$ cat config.mk
export PLATFORM = sky130hd
export DESIGN_NAME = mux_grant_scheduler
export DESIGN_NICKNAME = d
export VERILOG_FILES = /design/src/rtl/mux_sched_pkg.sv /design/src/rtl/mux_grant_scheduler_rr_pick.sv /design/src/rtl/mux_grant_scheduler.sv
export SDC_FILE = /design/constraint.sdc
export NUM_CORES = 1
export LEC_CHECK = 0
export BUFFER_PORTS_ARGS = -buffer_cell sky130_fd_sc_hd__buf_2
export CORE_MARGIN = 1.5
export CORE_UTILIZATION = 54
export DETAILED_ROUTE_END_ITERATION = 10
export HOLD_SLACK_MARGIN = 0.15
export PLACE_DENSITY = 0.78
export SYNTH_ARGS = -nofsm -noshare
export SYNTH_HDL_FRONTEND = slang
export SYNTH_SLANG_ARGS = --single-unit
$ cat constraint.sdc
create_clock -name clk -period 2.83 [get_ports clk]
set_input_delay 0.1415 -clock clk [delete_from_list [all_inputs] [get_ports clk]]
set_output_delay 0.1415 -clock clk [all_outputs]
set_load 0.02 [all_outputs]
$ cat src/rtl/mux_sched_pkg.sv
// Shared types and constants for the output-mux grant scheduler.
// Holds the FSM state encoding, default sizing and the index-to-onehot helper.
package mux_sched_pkg;

    localparam int N_REQ_DEF      = 4;
    localparam int SEL_W_DEF      = 2;
    localparam int DWELL_W_DEF    = 4;
    localparam int GAP_CYCLES_DEF = 1;

    typedef enum logic [1:0] {
        ST_IDLE,
        ST_GRANT,
        ST_GAP
    } state_e;

    // Sized for the largest supported requester count (8); callers narrow it.
    function automatic logic [7:0] idx_to_onehot(input logic [2:0] idx);
        idx_to_onehot = 8'd1 << idx;
    endfunction

endpackage

$ cat src/rtl/mux_grant_scheduler_rr_pick.sv
// Combinational arbiter: picks the lowest set index (fixed mode) or the first
// set index after base with wrap (round-robin). Ports: req, base, fixed, mask -> found, winner.
module rr_pick #(
    parameter int N_REQ = 4,
    parameter int SEL_W = 2
) (
    input  logic [N_REQ-1:0] req,
    input  logic [SEL_W-1:0] base,
    input  logic             fixed,
    input  logic [N_REQ-1:0] mask,
    output logic             found,
    output logic [SEL_W-1:0] winner
);

    logic [N_REQ-1:0] cand;
    logic [SEL_W-1:0] j;

    assign cand = req & mask;

    // N_REQ is a power of two, so SEL_W-bit addition wraps the scan.
    always_comb begin
        found  = 1'b0;
        winner = '0;
        j      = '0;
        for (int i = 0; i < N_REQ; i++) begin
            j = fixed ? SEL_W'(i) : SEL_W'(base + SEL_W'(i) + SEL_W'(1));
            if (!found && cand[j]) begin
                found  = 1'b1;
                winner = j;
            end
        end
    end

endmodule

$ cat src/rtl/mux_grant_scheduler.sv
// Grant scheduler for the N:1 byte output mux: one holder at a time, minimum
// dwell, break-before-make gap. Ports: clk, rst_n, ena, req, lock, prio_mode,
// dwell in; grant, sel, busy, switch_pulse out (all registered).
module mux_grant_scheduler
    import mux_sched_pkg::*;
#(
    parameter int N_REQ      = N_REQ_DEF,
    parameter int SEL_W      = SEL_W_DEF,
    parameter int DWELL_W    = DWELL_W_DEF,
    parameter int GAP_CYCLES = GAP_CYCLES_DEF
) (
    input  logic               clk,
    input  logic               rst_n,
    input  logic               ena,
    input  logic [N_REQ-1:0]   req,
    input  logic               lock,
    input  logic               prio_mode,
    input  logic [DWELL_W-1:0] dwell,
    output logic [N_REQ-1:0]   grant,
    output logic [SEL_W-1:0]   sel,
    output logic               busy,
    output logic               switch_pulse
);

    localparam int GAP_W = (GAP_CYCLES > 1) ? $clog2(GAP_CYCLES) : 1;

    state_e             state_q, state_d;
    logic [N_REQ-1:0]   grant_q, grant_d;
    logic [SEL_W-1:0]   sel_q, sel_d;
    logic               busy_q, busy_d;
    logic               pulse_q, pulse_d;
    logic [SEL_W-1:0]   ptr_q, ptr_d;
    logic [DWELL_W-1:0] cnt_q, cnt_d;
    logic [GAP_W-1:0]   gap_q, gap_d;

    logic               pick_found;
    logic [SEL_W-1:0]   pick_idx;
    logic               contender;
    logic               enter;

    rr_pick #(
        .N_REQ (N_REQ),
        .SEL_W (SEL_W)
    ) u_pick (
        .req    (req),
        .base   (ptr_q),
        .fixed  (prio_mode),
        .mask   ({N_REQ{1'b1}}),
        .found  (pick_found),
        .winner (pick_idx)
    );

    // grant_q - 1 on a one-hot gives every index of higher priority.
    always_comb begin
        if (prio_mode) begin
            contender = |(req & (grant_q - N_REQ'(1)));
        end else begin
            contender = |(req & ~grant_q);
        end
    end

    always_comb begin
        state_d = state_q;
        grant_d = grant_q;
        sel_d   = sel_q;
        busy_d  = busy_q;
        pulse_d = 1'b0;
        ptr_d   = ptr_q;
        cnt_d   = cnt_q;
        gap_d   = gap_q;
        enter   = 1'b0;
        unique case (state_q)
            ST_IDLE: begin
                enter = pick_found;
            end
            ST_GRANT: begin
                cnt_d = (cnt_q == '0) ? '0 : cnt_q - DWELL_W'(1);
                if (!req[sel_q] ||
                    (cnt_q == '0 && !lock && contender)) begin
                    state_d = ST_GAP;
                    grant_d = '0;
                    busy_d  = 1'b1;
                    gap_d   = GAP_W'(GAP_CYCLES - 1);
                end
            end
            ST_GAP: begin
                if (gap_q != '0) begin
                    gap_d = gap_q - GAP_W'(1);
                end else if (pick_found) begin
                    enter = 1'b1;
                end else begin
                    state_d = ST_IDLE;
                    busy_d  = 1'b0;
                end
            end
            default: state_d = ST_IDLE;
        endcase
        if (enter) begin
            state_d = ST_GRANT;
            grant_d = N_REQ'(idx_to_onehot(3'(pick_idx)));
            sel_d   = pick_idx;
            busy_d  = 1'b1;
            pulse_d = 1'b1;
            cnt_d   = dwell;
            ptr_d   = pick_idx;
        end
    end

    always_ff @(posedge clk) begin
        if (!rst_n) begin
            state_q <= ST_IDLE;
            grant_q <= '0;
            sel_q   <= '0;
            busy_q  <= 1'b0;
            pulse_q <= 1'b0;
            ptr_q   <= '0;
            cnt_q   <= '0;
            gap_q   <= '0;
        end else if (ena) begin
            state_q <= state_d;
            grant_q <= grant_d;
            sel_q   <= sel_d;
            busy_q  <= busy_d;
            pulse_q <= pulse_d;
            ptr_q   <= ptr_d;
            cnt_q   <= cnt_d;
            gap_q   <= gap_d;
        end else begin
            pulse_q <= 1'b0;
        end
    end

    assign grant        = grant_q;
    assign sel          = sel_q;
    assign busy         = busy_q;
    assign switch_pulse = pulse_q;

endmodule

==> results.md, run 1 <==
* Run status: finished, final reports clean
* DIE WIDTH at about 49 um
* Row Count at 16
* Nets at 172
* Post CTS Setup Buffer Count at 0
* CP Class: register to register
* Max Fclk at 419 MHz
* Routed Wire Length at roughly 2.8 mm
* # diodes at 0
* Synth area leader: dfxtp_1
* Die Y at about 49 um
* Via count at 1160
* Starting density of the core at a little under three fifths
* DP Worst Slack at ~0.50 ns
* Crit path max-delay cell type: dfxtp_1
* Slew headroom at about two thirds
* Vias per cell at around 6.3
* First-pass GRT wire length at 4.69 mm
* Clk_lat worst skew at 0.28 ns
* Minimum clock period after layout at between 2 and 2.5 ns
* P&R area growth vs syn at 13.0%
* Synth async-reset ratio at 0%
* DRT Pass-1 Iters at 4
* Top cells by area, synth: dfxtp_1 25%, nand2_1 4.9%, o32ai_2 4.3%
* Largest net degree at the start of global routing at 17
* All-Layer GR Usage at approximately a quarter
* Num CTS Buffers at 3
* Synth Area per Inst at 8.26 sq um
* CP bufs+invs at 2
* Die ar. at roughly 0.0024 sq mm
* TNS Setup at 0 ns
* GR Overflow Total at 0
* Placed Area at between 0.001 and 0.0015 sq mm
* CTS max path bufs at 2
* Synthesis-stage register bit count at 14
* Most frequent CP cell: inv_1
* Syn nets at ~150
* CP endpoint kind: register
* Peak supply drop at ~0.36 mV
* H-Tree Depth at 1
* Cells after synthesis at ~140
* Worst-path maximum fanout at 16
* Crit path DAT at about 2.6 ns
* Worst path max stage delay at around 0.62 ns
* Hold Crit Class: input port to register
* Cell count of the worst reg-to-reg path at 7
* Wirelength per Cell at between 10 and 15 um
* Worst Hold Path Cells at 3
* DR iter-0 viols at 43
* Main flop type after synthesis: dfxtp_1
* Layout cells sized above 1 at a little over a quarter
* Mapped cell area at about 0.0011 sq mm
* Reg2reg setup slack at approximately 0.44 ns
* Worst Hold End: cnt_q[3]
* Unique masters post-synth at 56
* # setup viols final at 0
* Post-synthesis sequential area ratio at 24.6%
* Vias in the first global route at between 1000 and 1500
* Routability cong. at a little over 0.9
* Nature of the critical path startpoint: register
* Max-cap violations at 0
* Worst-path cell chain: inv_1 -> o41ai_2 -> o211a_1 -> a21oi_2 -> nand3_1 -> inv_1 -> a32o_1
* Commonest non-fill, non-tap cell in the layout: buf_2
* RSZ-0062 raised after global routing: no
* IO buf count at 20
* Clock transition at path regs at 0.09 ns
* Power Dens Cells at between 500 and 600 mW/mm^2
* Final Cycle Share at 84.3%
* DRC viols at 0
* Max Slew Vio Count at 0
* Clock tree from TritonCTS: yes
* Post-detail-place hpwl at between 2 and 2.5 mm
* RR Endpoint: grant[2]
* Share of the synthesized area in the top cell type at between 20% and 30%
* Clk_skew at 0.00110 ns
* Root Buffer: clkbuf_4
* Antenna viol nets, final at 0
* Worst slew pin tran at ~0.5 ns
* Final hold vios at 0
* Worst path required time at 3.01 ns
* HP Start: dwell[3]
* Pleak at 0.539 nW
* Ys Warns at 0
* Core ar. at 0.00198 sq mm
* Commonest non-fill, non-tap cells in the layout: 20 x buf_2, 15 x nand2_1, 14 x dfxtp_1, 10 x inv_1, 8 x nor2_1
* RR Startpoint: ptr_q[1]
* Total I/O pin count at 21
* Clock sink count at 14
* Final Cell Area at between 0.001 and 0.0015 sq mm
* EDFF count, synth at 0
* Delay-heaviest family, CP: compound AO/OA/AOI/OAI gates
* Antenna violations before repair at 0
* Final WS setup at ~0.44 ns
## power breakdown
group | internal (mW) | switching [mW] | total (mW)
Combinational | 0.104 | 0.147 | 0.251
Sequential | 0.217 | 0.0311 | 0.249
Clock | 0.0782 | 0.0674 | 0.146
## kinds of logic (layout without fill, tap and decap cells)
family,Yosys count,in the layout,synth area share [%]
AND/OR/NAND/NOR,45,45,20.1
buffers and inverters,18,37,7.90
multiplexers,7,7,6.91
adder cells (fa/ha/maj),1,1,1.10
AO/OA/AOI/OAI,51,51,37.9
flip-flops,14,14,24.6
XOR/XNOR,2,2,1.54
## worst register-to-register path: stages, from the launching register on
cell	delay, ns
dfxtp_1	0.62
inv_1	0.20
o41ai_2	0.55
o211a_1	0.29
a21oi_2	0.10
nand3_1	0.18
inv_1	0.09
a32o_1	0.26
## final cells by class
type / count / area [sq um]
inverters: 10 / 37.5
multi-input cells: 106 / 769
clock buffers: 4 / 36.3
repair buffers: 23 / 130
well taps: 27 / 33.8
fillers: 177 / 694
flip-flops and latches: 14 / 280
## synth_stat cells, drive strengths merged, types with 3 or more instances
cell type  instances
mux2               4
nor2              10
dfxtp             14
mux2i              3
nand2             15
nor3               3
o211a              3
a211oi             4
a31oi              5
inv               10
o211ai             3
a21oi              7
o32ai              5
nor2b              3
buf                7
o21ai              6
nand3              3
## per-stage QoR
step                      utilization, %  instances  power, mW  hold slack, ns
after CTS                           65.0        184      0.646           0.154
after global placement              61.6        177      0.490           0.403
after floorplan                        -        138      0.444           0.250
final                               65.0        184      0.645           0.162
after detailed placement            61.6        177      0.497           0.415
after global routing                65.0        184      0.686           0.185
## worst max-delay path by stage
stage | cells after the start | startpoint | slack [ns] | endpoint
detailed placement | 7 | ptr_q[1] | 0.50 | grant[2]
global route | 7 | ptr_q[1] | 0.30 | grant[3]
global placement | 6 | ptr_q[0] | 0.56 | grant[2]
floorplan | 6 | ptr_q[0] | 0.69 | grant[2]
finish | 7 | ptr_q[1] | 0.44 | grant[2]
CTS | 7 | ptr_q[1] | 0.48 | grant[2]
## repair_timing
item	in CTS	in global routing
hold buffers	3	0
endpoints found under the setup margin	0	0
endpoints found under the hold margin	3	0
resized for setup	0	0
## registers in the layout, summed over array words and instances (netlist names)
| register | count |
|---|---|
| cnt_q | 4 |
| grant | 4 |
| ptr_q | 2 |
| state_q | 2 |
| busy | 1 |
| switch_pulse | 1 |
## layer usage
| metal | vias to the layer above | global-route usage (%) | routed length [um] |
|---|---|---|---|
| li1 | 572 | - | - |
| met2 | 33 | 41.6 | 1320 |
| met3 | 6 | 2.76 | 105 |
| met5 | - | 0 | 0 |
| met1 | 549 | 31.0 | 1270 |
| met4 | 0 | 12.9 | 57 |
Note: power is estimated with default switching activity, not from simulation.
==> run 2, diff against run 1 <==
--- a/config.mk
+++ b/config.mk
@@ -5,12 +5,13 @@
 export SDC_FILE = /design/constraint.sdc
 export NUM_CORES = 1
 export LEC_CHECK = 0
+export ABC_AREA = 1
 export BUFFER_PORTS_ARGS = -buffer_cell sky130_fd_sc_hd__buf_2
 export CORE_MARGIN = 1.5
-export CORE_UTILIZATION = 54
+export CORE_UTILIZATION = 55
 export DETAILED_ROUTE_END_ITERATION = 10
 export HOLD_SLACK_MARGIN = 0.15
-export PLACE_DENSITY = 0.78
+export PLACE_DENSITY = 0.79
 export SYNTH_ARGS = -nofsm -noshare
 export SYNTH_HDL_FRONTEND = slang
 export SYNTH_SLANG_ARGS = --single-unit
==> constraint.sdc (replaced) <==
create_clock -name clk -period 2.5 [get_ports clk]
set_input_delay 0.125 -clock clk [delete_from_list [all_inputs] [get_ports clk]]
set_output_delay 0.125 -clock clk [all_outputs]
set_load 0.02 [all_outputs]
==> run 2 against run 1 <==
Effect of this change:
- sequential share of layout area fell by 0.89 points
- die area rose by 0.51%
- count of clock-buffer cells in the layout did not move
- synthesized cell count rose by 49%
- critical path depth rose by 5
- routed wire length rose by 2.9%
- non-clock buffer count fell by 2
- global-route usage rose by 1.7 points
- critical path type unchanged
- critical endpoint is now grant[0]
- largest cell class unchanged
- largest power group unchanged
==> results.md, run 2 <==
* Unique masters post-synth at 22 (-61%)
* CP endpoint kind: register
* Synth Area per Inst at 5.69 sq um (-31%)
* Row Count at 16 (unchanged)
* Vias per cell at 5.34 (-15%)
* List of most frequent post-synthesis cells: 76 x nand2_1, 23 x nand3_1, 22 x inv_1
* Reg2reg setup slack at 0.64 ns (+0.19 ns)
* Synthesis-stage register bit count at 14 (unchanged)
* Peak supply drop at 0.329 mV (-9.0%)
* Clock sink count at 14 (unchanged)
* Area occupied by multi-input gates at 781 sq um (+1.5%)
* CP Class: register to register
* Routability cong. at 0.853 (-8.7%)
* Nets at 244 (+42%)
* IO buf count at 20 (unchanged)
* Fillers at 192 (+8.5%)
* CTS max path bufs at 2 (unchanged)
* DP Worst Slack at 0.662 ns (+0.162 ns)
* Post-synthesis sequential area ratio at 24.0% (-0.58 points)
* Mapped cell area at 0.00117 sq mm (+2.4%)
* Clock tree from TritonCTS: yes
* Worst-path maximum fanout at 10 (-6)
* Via count at 1366 (+18%)
* Post-detail-place hpwl at 2.27 mm (+10%)
* Max Fclk at 537 MHz (+28%)
* Wirelength per Cell at 11.1 um (-26%)
* Worst slew pin tran at 0.302 ns (-0.199 ns)
* H-Tree Depth at 1 (unchanged)
* First-pass GRT wire length at 5.02 mm (+7.1%)
* Clk_lat worst skew at 0.28 ns (about the same)
* Hold Crit Class: input port to register
* Run status: finished, final reports clean
* Clk_skew at 0.00682 ns (+0.00572 ns)
* Synth area leader: nand2_1
* Max Slew Vio Count at 0 (unchanged)
* Pleak at 0.715 nW (+33%)
* Nature of the critical path startpoint: register
* Routed Wire Length at 2.83 mm (+2.9%)
* Worst path required time at 2.69 ns (-0.32 ns)
* Root Buffer: clkbuf_4
* Max-cap violations at 0 (unchanged)
* # setup viols final at 0 (unchanged)
* Antenna viol nets, final at 0 (unchanged)
* Largest net degree at the start of global routing at 11 (-6)
* Final Cell Area at 0.00134 sq mm (+4.3%)
* Placed Area at 0.00130 sq mm (+6.1%)
* DRT Pass-1 Iters at 4 (unchanged)
* EDFF count, synth at 0 (unchanged)
* RSZ-0062 raised after global routing: no
* DR iter-0 viols at 69 (+60%)
* Core ar. at 0.00198 sq mm (unchanged)
* Final Cycle Share at 74.5% (-9.9 points)
* Power Dens Cells at 568 mW/mm^2 (+13%)
* Final WS setup at 0.639 ns (+0.195 ns)
* Share of the synthesized area in the top cell type at 24.4% (-0.15 points)
* DRC viols at 0 (unchanged)
* P&R area growth vs syn at 15.0%
* TNS Setup at 0 ns (unchanged)
* Reg area at 280 sq um (unchanged)
* Most numerous cell in the Yosys netlist: nand2_1
* Syn nets at 219 (+44%)
* Starting density of the core at 58.9% (+1.4 points)
* Slew headroom at 79.8% (+13 points)
* GR Overflow Total at 0 (unchanged)
* All-Layer GR Usage at 26.3% (+1.7 points)
* Minimum clock period after layout at 1.86 ns (-0.525 ns)
* Final hold vios at 0 (unchanged)
* Crit path DAT at 2.05 ns (-0.51 ns)
* Ys Warns at 0 (unchanged)
* DIE WIDTH at 49.1 um (+0.26%)
* Top cells by area, synth: nand2_1 24%, dfxtp_1 24%, nand3_1 9.9%
* Die Y at 49.1 um (+0.26%)
* Clock transition at path regs at 0.09 ns (about the same)
* Die ar. at 0.00241 sq mm (+0.51%)
* Num CTS Buffers at 3 (unchanged)
* Synth async-reset ratio at 0% (unchanged)
* Commonest non-fill, non-tap cells in the layout: 76 x nand2_1, 23 x nand3_1, 22 x inv_1, 20 x nor2_1, 20 x buf_2
* # diodes at 0 (unchanged)
* Antenna violations before repair at 0 (unchanged)
* Cells after synthesis at 205 (+49%)
* Commonest non-fill, non-tap cell in the layout: nand2_1
* Main flop type after synthesis: dfxtp_1
* Vias in the first global route at 1165 (+8.1%)
* Total I/O pin count at 21 (unchanged)
* Layout cells sized above 1 at 20.5% (-6.2 points)
run 2: cell types whose count changed after synthesis, sizes merged, moves of 4 or more:
cell and delta:
nand2 +72, inv +17, buf -6, o32ai -5
o21ai +4, mux2 -4, a31oi -5, nand3 +23
a211oi -4, nor2 +13
run 2: final cells by class:
type,count,share of cell area (%)
timing repair buffer,21,8.20
inverter,27,7.55
clock buffer,4,2.70
sequential,14,20.9
tap,27,2.52
multi-input combinational,163,58.2
run 2: worst paths after layout:
kind,startpoint,to,cells after the start
worst max-delay path,ptr_q[0],grant[0],12
worst min-delay path,ena,state_q[1],3
worst max register to register,ptr_q[0],grant[0],12
worst min register to register,state_q[1],state_q[1],2
run 2: through the flow:
step	hold WS (ns)	total power [mW]	utilization, %	instances
2_1_floorplan	0.287	0.521	-	205
3_3_place_gp	0.431	0.589	65.4	251
3_5_place_dp	0.432	0.596	65.4	251
4_1_cts	0.162	0.762	67.7	256
5_1_grt	0.164	0.833	67.7	256
6_report	0.171	0.762	67.7	256
run 2: layer usage:
layer / track usage, % / up-vias / part of all wire, %
met5: 0 / - / 0
met4: 5.71 / 0 / 0.49
met3: 3.68 / 2 / 8.3
met2: 42.6 / 51 / 44
met1: 37.1 / 616 / 47
li1: - / 697 / -
run 2: repair_timing:
item	CTS	global route
hold buffers	1	0
resized for setup	0	0
endpoints found under the hold margin	3	0
setup buffers	0	0
run 2: critical path: stages, from the launching register on:
cell	delay (ns)
dfxtp_1	0.40
nor2_4	0.26
nand2_1	0.15
nand3_2	0.12
nand2_2	0.08
nor2_4	0.16
nand3_4	0.11
nand3_1	0.16
inv_2	0.09
nand2_1	0.10
inv_2	0.05
nand3_1	0.06
nand2_1	0.05
run 2: report_power, final:
group | leakage (nW) | switching, mW | total (mW) | internal [mW]
Clock | 0.0210 | 0.0758 | 0.164 | 0.0886
Sequential | 0.115 | 0.0239 | 0.271 | 0.247
Combinational | 0.579 | 0.218 | 0.327 | 0.109
run 2: cell families (layout without fill, tap and decap cells):
kind of cell | after synthesis | after routing | share of synthesized area, %
AOI/OAI and AO/OA | 22 | 22 | 10.4
adders and majority gates | 1 | 1 | 1.07
buffers and inverters | 28 | 52 | 9.11
DFF | 14 | 14 | 24.0
and+or+nand+nor | 140 | 140 | 55.4
